[config.mk]
export PLATFORM = sky130hd
export DESIGN_NAME = if_fetch_unit
export DESIGN_NICKNAME = d
export VERILOG_FILES = /design/src/rtl/if_fetch_unit.sv
export SDC_FILE = /design/constraint.sdc
export NUM_CORES = 1
export LEC_CHECK = 0
export CORE_MARGIN = 5
export CORE_UTILIZATION = 30
export DETAILED_ROUTE_END_ITERATION = 8
export GPL_TIMING_DRIVEN = 1
export SLEW_MARGIN = 20
export SYNTH_ARGS = -nofsm -noshare
export SYNTH_HDL_FRONTEND = slang
export SYNTH_SLANG_ARGS = --single-unit
export TNS_END_PERCENT = 10
[constraint.sdc]
create_clock -name clk -period 6.1 [get_ports clk]
set_input_delay 1.22 -clock clk [delete_from_list [all_inputs] [get_ports clk]]
set_output_delay 1.22 -clock clk [all_outputs]
set_load 0.02 [all_outputs]
[src/rtl/if_fetch_unit.sv]
// Instruction-fetch stage: owns the PC, runs a req/ack handshake to instruction
// memory and hands one instruction at a time to the single-cycle datapath.
module if_fetch_unit #(
  parameter logic [31:0] RESET_PC = 32'h0000_0000,
  parameter int unsigned CNT_W    = 32
) (
  input  logic             clk,
  input  logic             rst,
  output logic             imem_req,
  output logic [31:0]      imem_addr,
  input  logic             imem_ack,
  input  logic [31:0]      imem_rdata,
  output logic [31:0]      instruction,
  output logic [31:0]      currentInst,
  output logic             inst_valid,
  input  logic             inst_accept,
  input  logic [31:0]      programCounter,
  output logic [31:0]      pc,
  output logic             fetch_err,
  output logic [CNT_W-1:0] retired_count
);

  typedef enum logic [1:0] {BOOT, REQ, ISSUE, ERR} state_t;

  state_t state, stateNext;
  logic   loadInst;
  logic   retire;
  logic   pcAligned;

  assign pcAligned = (programCounter[1:0] == 2'b00);

  always_ff @(posedge clk or posedge rst) begin
    if (rst) state <= BOOT;
    else     state <= stateNext;
  end

  // BOOT spends one idle cycle so an ack for a request killed by reset is dropped
  always_comb begin
    stateNext = state;
    imem_req  = 1'b0;
    loadInst  = 1'b0;
    retire    = 1'b0;
    unique case (state)
      BOOT:  stateNext = REQ;
      REQ: begin
        imem_req = 1'b1;
        if (imem_ack) begin
          loadInst  = 1'b1;
          stateNext = ISSUE;
        end
      end
      ISSUE: begin
        if (inst_accept) begin
          retire    = 1'b1;
          stateNext = pcAligned ? REQ : ERR;
        end
      end
      ERR:   stateNext = ERR;
      default: stateNext = BOOT;
    endcase
  end

  assign imem_addr = imem_req ? pc : '0;

  always_ff @(posedge clk or posedge rst) begin
    if (rst) begin
      pc            <= RESET_PC;
      instruction   <= '0;
      currentInst   <= '0;
      inst_valid    <= 1'b0;
      fetch_err     <= 1'b0;
      retired_count <= '0;
    end else begin
      if (loadInst) begin
        instruction <= imem_rdata;
        currentInst <= pc + 32'd4;
        inst_valid  <= 1'b1;
      end
      if (retire) begin
        retired_count <= retired_count + CNT_W'(1);
        inst_valid    <= 1'b0;
        if (pcAligned) pc <= programCounter;
        else           fetch_err <= 1'b1;
      end
    end
  end

endmodule

Word level (Yosys, flattened, before mapping)
Cells that the tools add are included.
{ "totals": {"reg_bits": 132, "inputBits": 68, "word_cells": 33} }
{ "op_classes": {"addsub": 2, "eq_ne": 5, "mux": 12, "bitwise_logic": 1, "n_reduce_logical": 6} }
{ "op_table": {"columns": ["op", "n"], "rows": [
  ["adder 32 x 1 -> 32 bit, second input constant", 1],
  ["adder 32 x 3 -> 32 bit, second input constant", 1],
  ["2-to-1 mux 32 bit", 1],
  ["case mux 2 bit (4 select lines)", 1],
  ["2-to-1 mux 1 bit", 7],
  ["2-to-1 mux 2 bit", 3],
  ["AND reduction 2 bit", 3],
  ["== test 2 bit, second input constant", 2],
  ["zero test 2 bit", 2],
  ["inequality test 2 bit, second input constant", 2],
  ["== test 2 x 1 -> 1 bit, second input constant", 1],
  ["nonzero test 2 bit", 1],
  ["NOT 1 bit", 1]
]} }

Longest topological paths before layout
Gate-level depths: netlist of the first run.
{ "logic_depth": {"word_depth": 4, "mapped_depth": 6} }

Worst setup path after synthesis of the first run
Ideal clock, no wire load.
{ "synth_timing": {"path_type": "flip-flop to output port", "from": "register state[1]", "to": "output port imem_addr[23]", "arrival_ns": 1.381, "required_time_ns": 4.880, "path_slack_ns": 3.499, "stages_incl_launch_ff": 4, "path_buffers": 1, "cell_sequence": "dfrtp_1 > nor2b_1 > clkbuf_1 > and2_1"} }
{ "synth_via": {"elab_chain_cells": 3} }
{ "synth_rtl": {"columns": ["item", "line", "rtl"], "rows": [
  ["start, declared", "25", "state_t state, stateNext;"],
  ["start signal, assigned", "34", "else state <= stateNext;"],
  ["== test 2 x 1 -> 1 bit", "43", "unique case (state)"],
  ["2-to-1 mux 1 bit", "43", null],
  ["net imem_req", "9", "output logic imem_req,"],
  ["2-to-1 mux 32 bit", "63", "assign imem_addr = imem_req ? pc : '0;"],
  ["end, declared", "10", "output logic [31:0] imem_addr,"]
]} }
The timed path passes the listed nets, and every way through them passes these cells.

Worst setup path after layout of the first run
{ "layout_timing": {"from": "register state[1]", "to": "output port imem_addr[11]"} }
{ "layout_via": {"elab_chain_cells": 3} }
{ "layout_rtl": {"columns": ["item", "line"], "rows": [
  ["== test 2 x 1 -> 1 bit", "43"],
  ["2-to-1 mux 1 bit", "43"],
  ["2-to-1 mux 32 bit", "63"]
]} }
No other way between the ends.

==> results.toml, run 1 <==
[clocking]
clk_pin_slew_ns = 0.06
htreeDepth = 4
post_cts_buffers = 0
cts_resized = 0
root_buffer = "clkbuf_16"
postCtsHoldBufs = 0
cts_tree = "done"
cts_buffers = 17
clk_latency_ns = 0.41
clockBufferDepth = 2
cts.sinks = 132

[timing]
fin_setup_tns_ns = 0
finClkSkew_ns = 0.01229
period_needed_ns = 3.790
rsz0062_at_grt = "false"
fin_ws_ns = 2.310
drv_slew = 0
setup_viol = 0
worst_slew_pin_slew_ns = 1.038
finalHoldViolCount = 0
relSlewSlack = 0.3020
fin_hold_ws_ns = 0.4779
period_share = 0.6213
fmax_mhz = 263.9

[die]
rows = 50
start_util = 0.3077
io_pins = 231
die_h_um = 149.0
coreArea_um2 = 18830
dieWidth_um = 149.0
dieArea_um2 = 22190

[route]
wl_per_cell_um = 15.97
vias_per_cell = 4.497
first_pass_iters = 4
via_count = 4493
ant_nets = 0
first_iter_violations = 157
wl_mm = 15.95
post-route-drc-count = 0

[critical_path]
cp_data_required_time_ns = 4.88
end_kind = "output pin"
reg2reg_depth = 4
cp_max_fo = 21
path_class = "reg -> out"
cp-start-kind = "flop"
arrival_ns = 2.57

[global_route]
track_usage = 0.1462
grt_use_met3 = 0.05591
grt_util_met2 = 0.2322
busiest_layer = "met2"
grt_pass1_wl_mm = 25.76
grt_max_degree = 95
grt_pass1_vias = 4806
grt_use_met1 = 0.1816
grt_overflow = 0
antenna_found_initial = 0

[synthesis]
synth-edff-count = 0
synth.distinct_cells = 30
synthArstFlopShare = 1.000
synthFlopType = "dfrtp_1"
synth_cells = 491
synth_top_area_share = 0.5701
synth_area_leaders = "dfrtp_1 57%, mux2_2 13%, xnor2_1 4.5%"
yosysTopAreaCell = "dfrtp_1"
syn-cell-area_um2 = 5794
seq_area_frac_synth = 0.5701
synth.avg_cell_area_um2 = 11.80
ys_warn_count = 0
ys_ff_latch = 132
yosys-top-cells-count = "132 x dfrtp_1, 65 x mux2_2, 60 x nand2_1"
synth_most_common_cell = "dfrtp_1"
synth_nets = 561

[final_layout]
n_antenna_cell = 0
nets = 796
fin_util = 0.4783
drive_gt1_frac = 0.1488
design_area_um2 = 9006
area_growth_pct = 55.43
final_cell_count_no_fill = 999

[placed_design]
dpl_cell_area_um2 = 8402
gp_congestion = 0.7668
port_buffers = 230
hpwl_mm = 11.77
numPlacedInstances = 967
place_ws_ns = 2.562

[power]
cellInternalPower_mw = 1.865
clockPowerShare = 0.406
ir_drop_uv = 162.0
p_total_mw = 2.534
combPwrFrac = 0.184
leakagePower_nw = 3.794
sw_frac_of_total = 0.2639
p_per_area_nw_per_um2 = 281.4
p_seq_frac = 0.410
p_sw_mw = 0.6689

[hold_path]
hp-class = "reg -> reg"
hold_depth = 1

[run]
max-cap-violations = 0

[outcome]
status = "finished, final reports clean"
## layout by cell type, fill, tap and decap left out, types with 2 or more instances in the layout
cell / netlist / routed
nand3_1: 22 / 22
nor2_1: 17 / 17
bufinv_16: 0 / 2
nor3_1: 4 / 4
dfrtp_1: 132 / 132
and4_1: 6 / 6
clkdlybuf4s50_1: 0 / 230
and3_1: 2 / 2
clkinv_2: 0 / 3
and2_1: 37 / 37
xor2_1: 29 / 29
inv_6: 0 / 2
clkbuf_8: 0 / 4
clkinvlp_4: 0 / 3
clkbuf_16: 0 / 17
ha_1: 2 / 2
xnor2_1: 30 / 30
o21ai_0: 29 / 29
a21oi_1: 2 / 2
inv_1: 5 / 4
buf_4: 0 / 2
nand2_1: 60 / 59
nor4_2: 2 / 2
mux2_2: 65 / 65
nand4_1: 19 / 19
## sequential cells by signal, indices dropped and copies added, names as in the netlist
register       flops
state              2
inst_valid         1
currentInst       32
retired_count     32
instruction       32
pc                32
fetch_err          1
## cell type report
cell class / count / area, µm²
clock buffer: 21 / 480.5
clock inverter: 11 / 123.9
tap: 260 / 325.3
fill: 1694 / 9824
inverter: 5 / 21.27
timing repair buffer: 233 / 2337
sequential: 132 / 3303
multi-input combinational: 337 / 2415
## final timing paths
check                                  start                 to  slack (ns)
max                                 state[1]      imem_addr[11]        2.31
min                        retired_count[31]  retired_count[31]        0.48
max reg2reg                         state[1]    instruction[11]        3.50
min reg2reg                retired_count[31]  retired_count[31]        0.48
max in group asynchronous                rst    currentInst[27]        3.88
min in group asynchronous                rst    instruction[17]        1.31
## power groups by stage
stage / logic (mW) / registers, mW / clock network [mW]
2_1_floorplan: 0.101 / 1.16 / 0
3_3_place_gp: 0.469 / 1.05 / 0
3_5_place_dp: 0.473 / 1.06 / 0
4_1_cts: 0.475 / 1.04 / 1.06
5_1_grt: 0.499 / 1.06 / 1.09
6_report: 0.466 / 1.04 / 1.03
## per-layer routing
layer / share of wire / up-vias
met2: 0.48 / 173
li1: - / 2150
met4: 0.019 / 0
met3: 0.072 / 24
met5: 0 / -
met1: 0.43 / 2146
## critical path, cell delays in order, from the launching register on
cell and delay (ns):
dfrtp_1 0.46, nor2b_2 0.55, buf_4 0.37, and2_1 0.17, clkdlybuf4s50_1 0.61
## kinds of logic after synthesis
kind of cell	share of synthesized area
multiplexers	0.1263
buffers and inverters	0.01490
adder cells (fa/ha/maj)	0.004318
flip-flops	0.5701
XOR/XNOR	0.08918
AO/OA/AOI/OAI	0.02937
AND/OR/NAND/NOR	0.1658
Note: power is estimated with default switching activity, not from simulation.
==> run 2, diff against run 1 <==
==> constraint.sdc (replaced) <==
create_clock -name clk -period 3.3 [get_ports clk]
set_input_delay 0.66 -clock clk [delete_from_list [all_inputs] [get_ports clk]]
set_output_delay 0.66 -clock clk [all_outputs]
set_load 0.02 [all_outputs]
==> results.toml, run 2 (synthesis results as in run 1) <==
[outcome]
status = "finished, final reports clean"

[global_route]
grt_pass1_wl_mm = 25.92
antenna_found_initial = 0
grt_pass1_vias = 4973
grt_max_degree = 64
track_usage = 0.1448
grt_overflow = 0

[route]
first_iter_violations = 116
wl_mm = 15.82
vias_per_cell = 4.510
wl_met2_mm = 7.829
first_pass_iters = 6
ant_nets = 0
wl_met1_mm = 6.685
via_count = 4533
dr.max_layer_used = "met4"
dr_wl_met3_mm = 1.179
wl_per_cell_um = 15.75
post-route-drc-count = 0

[power]
p_per_area_nw_per_um2 = 510.6
p_sw_mw = 1.198
p_total_mw = 4.619
clockPowerShare = 0.397
ir_drop_uv = 358.4
combPwrFrac = 0.187
sw_frac_of_total = 0.2594
p_seq_frac = 0.417
cellInternalPower_mw = 3.421
leakagePower_nw = 3.818

[clocking]
htreeDepth = 4
post_cts_buffers = 0
clk_pin_slew_ns = 0.05
cts_buffers = 17
cts_resized = 0
clockBufferDepth = 2
postCtsHoldBufs = 0
cts_tree = "done"
cts.sinks = 132
root_buffer = "clkbuf_16"
clk_latency_ns = 0.41

[final_layout]
fin_util = 0.4804
n_antenna_cell = 0
final_common_cell = "clkdlybuf4s50_1"
final_cell_mix = "230 x clkdlybuf4s50_1, 132 x dfrtp_1, 65 x mux2_2"
design_area_um2 = 9046
drive_gt1_frac = 0.1530
nFillCells = 1678
area_growth_pct = 56.12
nets = 803

[critical_path]
cp_max_fo = 16
cp_data_required_time_ns = 2.64
cp_slowest_stage_delay_ns = 0.64
path_class = "reg -> out"
arrival_ns = 2.06
path_cells = "nor2b_2 -> buf_4 -> and2_1 -> clkdlybuf4s50_1"
slowest_stage = "clkdlybuf4s50_1"
end_kind = "output pin"
cp-start-kind = "flop"

[timing]
period_share = 0.8242
setup_viol = 0
finalHoldViolCount = 0
fmax_mhz = 367.7
fin_hold_ws_ns = 0.4658
relSlewSlack = 0.5206
fin_setup_tns_ns = 0
finClkSkew_ns = 0.009792
rsz0062_at_grt = "false"
period_needed_ns = 2.720
drv_slew = 0
worst_slew_pin_slew_ns = 0.7185

[placed_design]
port_buffers = 230
dpl_cell_area_um2 = 8468
hpwl_mm = 11.84
gp_congestion = 0.7666

[die]
die_h_um = 149.0
dieWidth_um = 149.0
start_util = 0.3077
dieArea_um2 = 22190
rows = 50
io_pins = 231
coreArea_um2 = 18830

[run]
max-cap-violations = 0

[hold_path]
hp-class = "reg -> reg"
run 2: worst max-delay path: cells and delay by family (launching register included):
family	cells	cell delay [ns]
simple gates	2	0.33
buf+inv	2	0.87
flops	1	0.45
run 2: per-layer routing:
layer,up-vias,GRT usage
met5,-,0
met4,0,0.04256
met3,10,0.04588
met2,156,0.2442
met1,2203,0.1782
li1,2164,-
run 2: final cells by class:
cell class / instances / area [µm²] / share of cell area
clock buffers: 22 / 474.2 / 0.05242
clock inverters: 9 / 103.9 / 0.01148
inverters: 5 / 22.52 / 0.002490
multi-input cells: 337 / 2415 / 0.2669
flip-flops and latches: 132 / 3303 / 0.3651
well taps: 260 / 325.3 / 0.03596
repair buffers: 240 / 2402 / 0.2656
run 2: power groups by stage:
| stage | sequential [mW] | combinational, mW | clock, mW |
|---|---|---|---|
| after global routing | 1.95 | 0.918 | 1.96 |
| after CTS | 1.93 | 0.879 | 1.89 |
| after global placement | 1.94 | 0.867 | 0 |
| after detailed placement | 1.95 | 0.876 | 0 |
| after floorplan | 2.14 | 0.187 | 0 |
| final | 1.92 | 0.862 | 1.83 |
run 2: worst paths after layout:
check | depth (start not counted) | endpoint | slack (ns) | start
worst max-delay path | 4 | imem_addr[29] | 0.58 | state[1]
max in group asynchronous | 3 | instruction[8] | 1.83 | rst
worst min-delay path | 1 | retired_count[31] | 0.47 | retired_count[31]
worst min register to register | 1 | retired_count[31] | 0.47 | retired_count[31]
min in group asynchronous | 2 | instruction[24] | 0.71 | rst
worst max register to register | 6 | retired_count[22] | 1.20 | retired_count[0]
run 2: metrics by stage:
step / std cells / worst slack, ns
floorplan: 491 / 1.003
global placement: 974 / 0.6796
detailed placement: 974 / 0.6203
CTS: 1005 / 0.5464
global route: 1005 / 0.4837
finish: 1005 / 0.5801
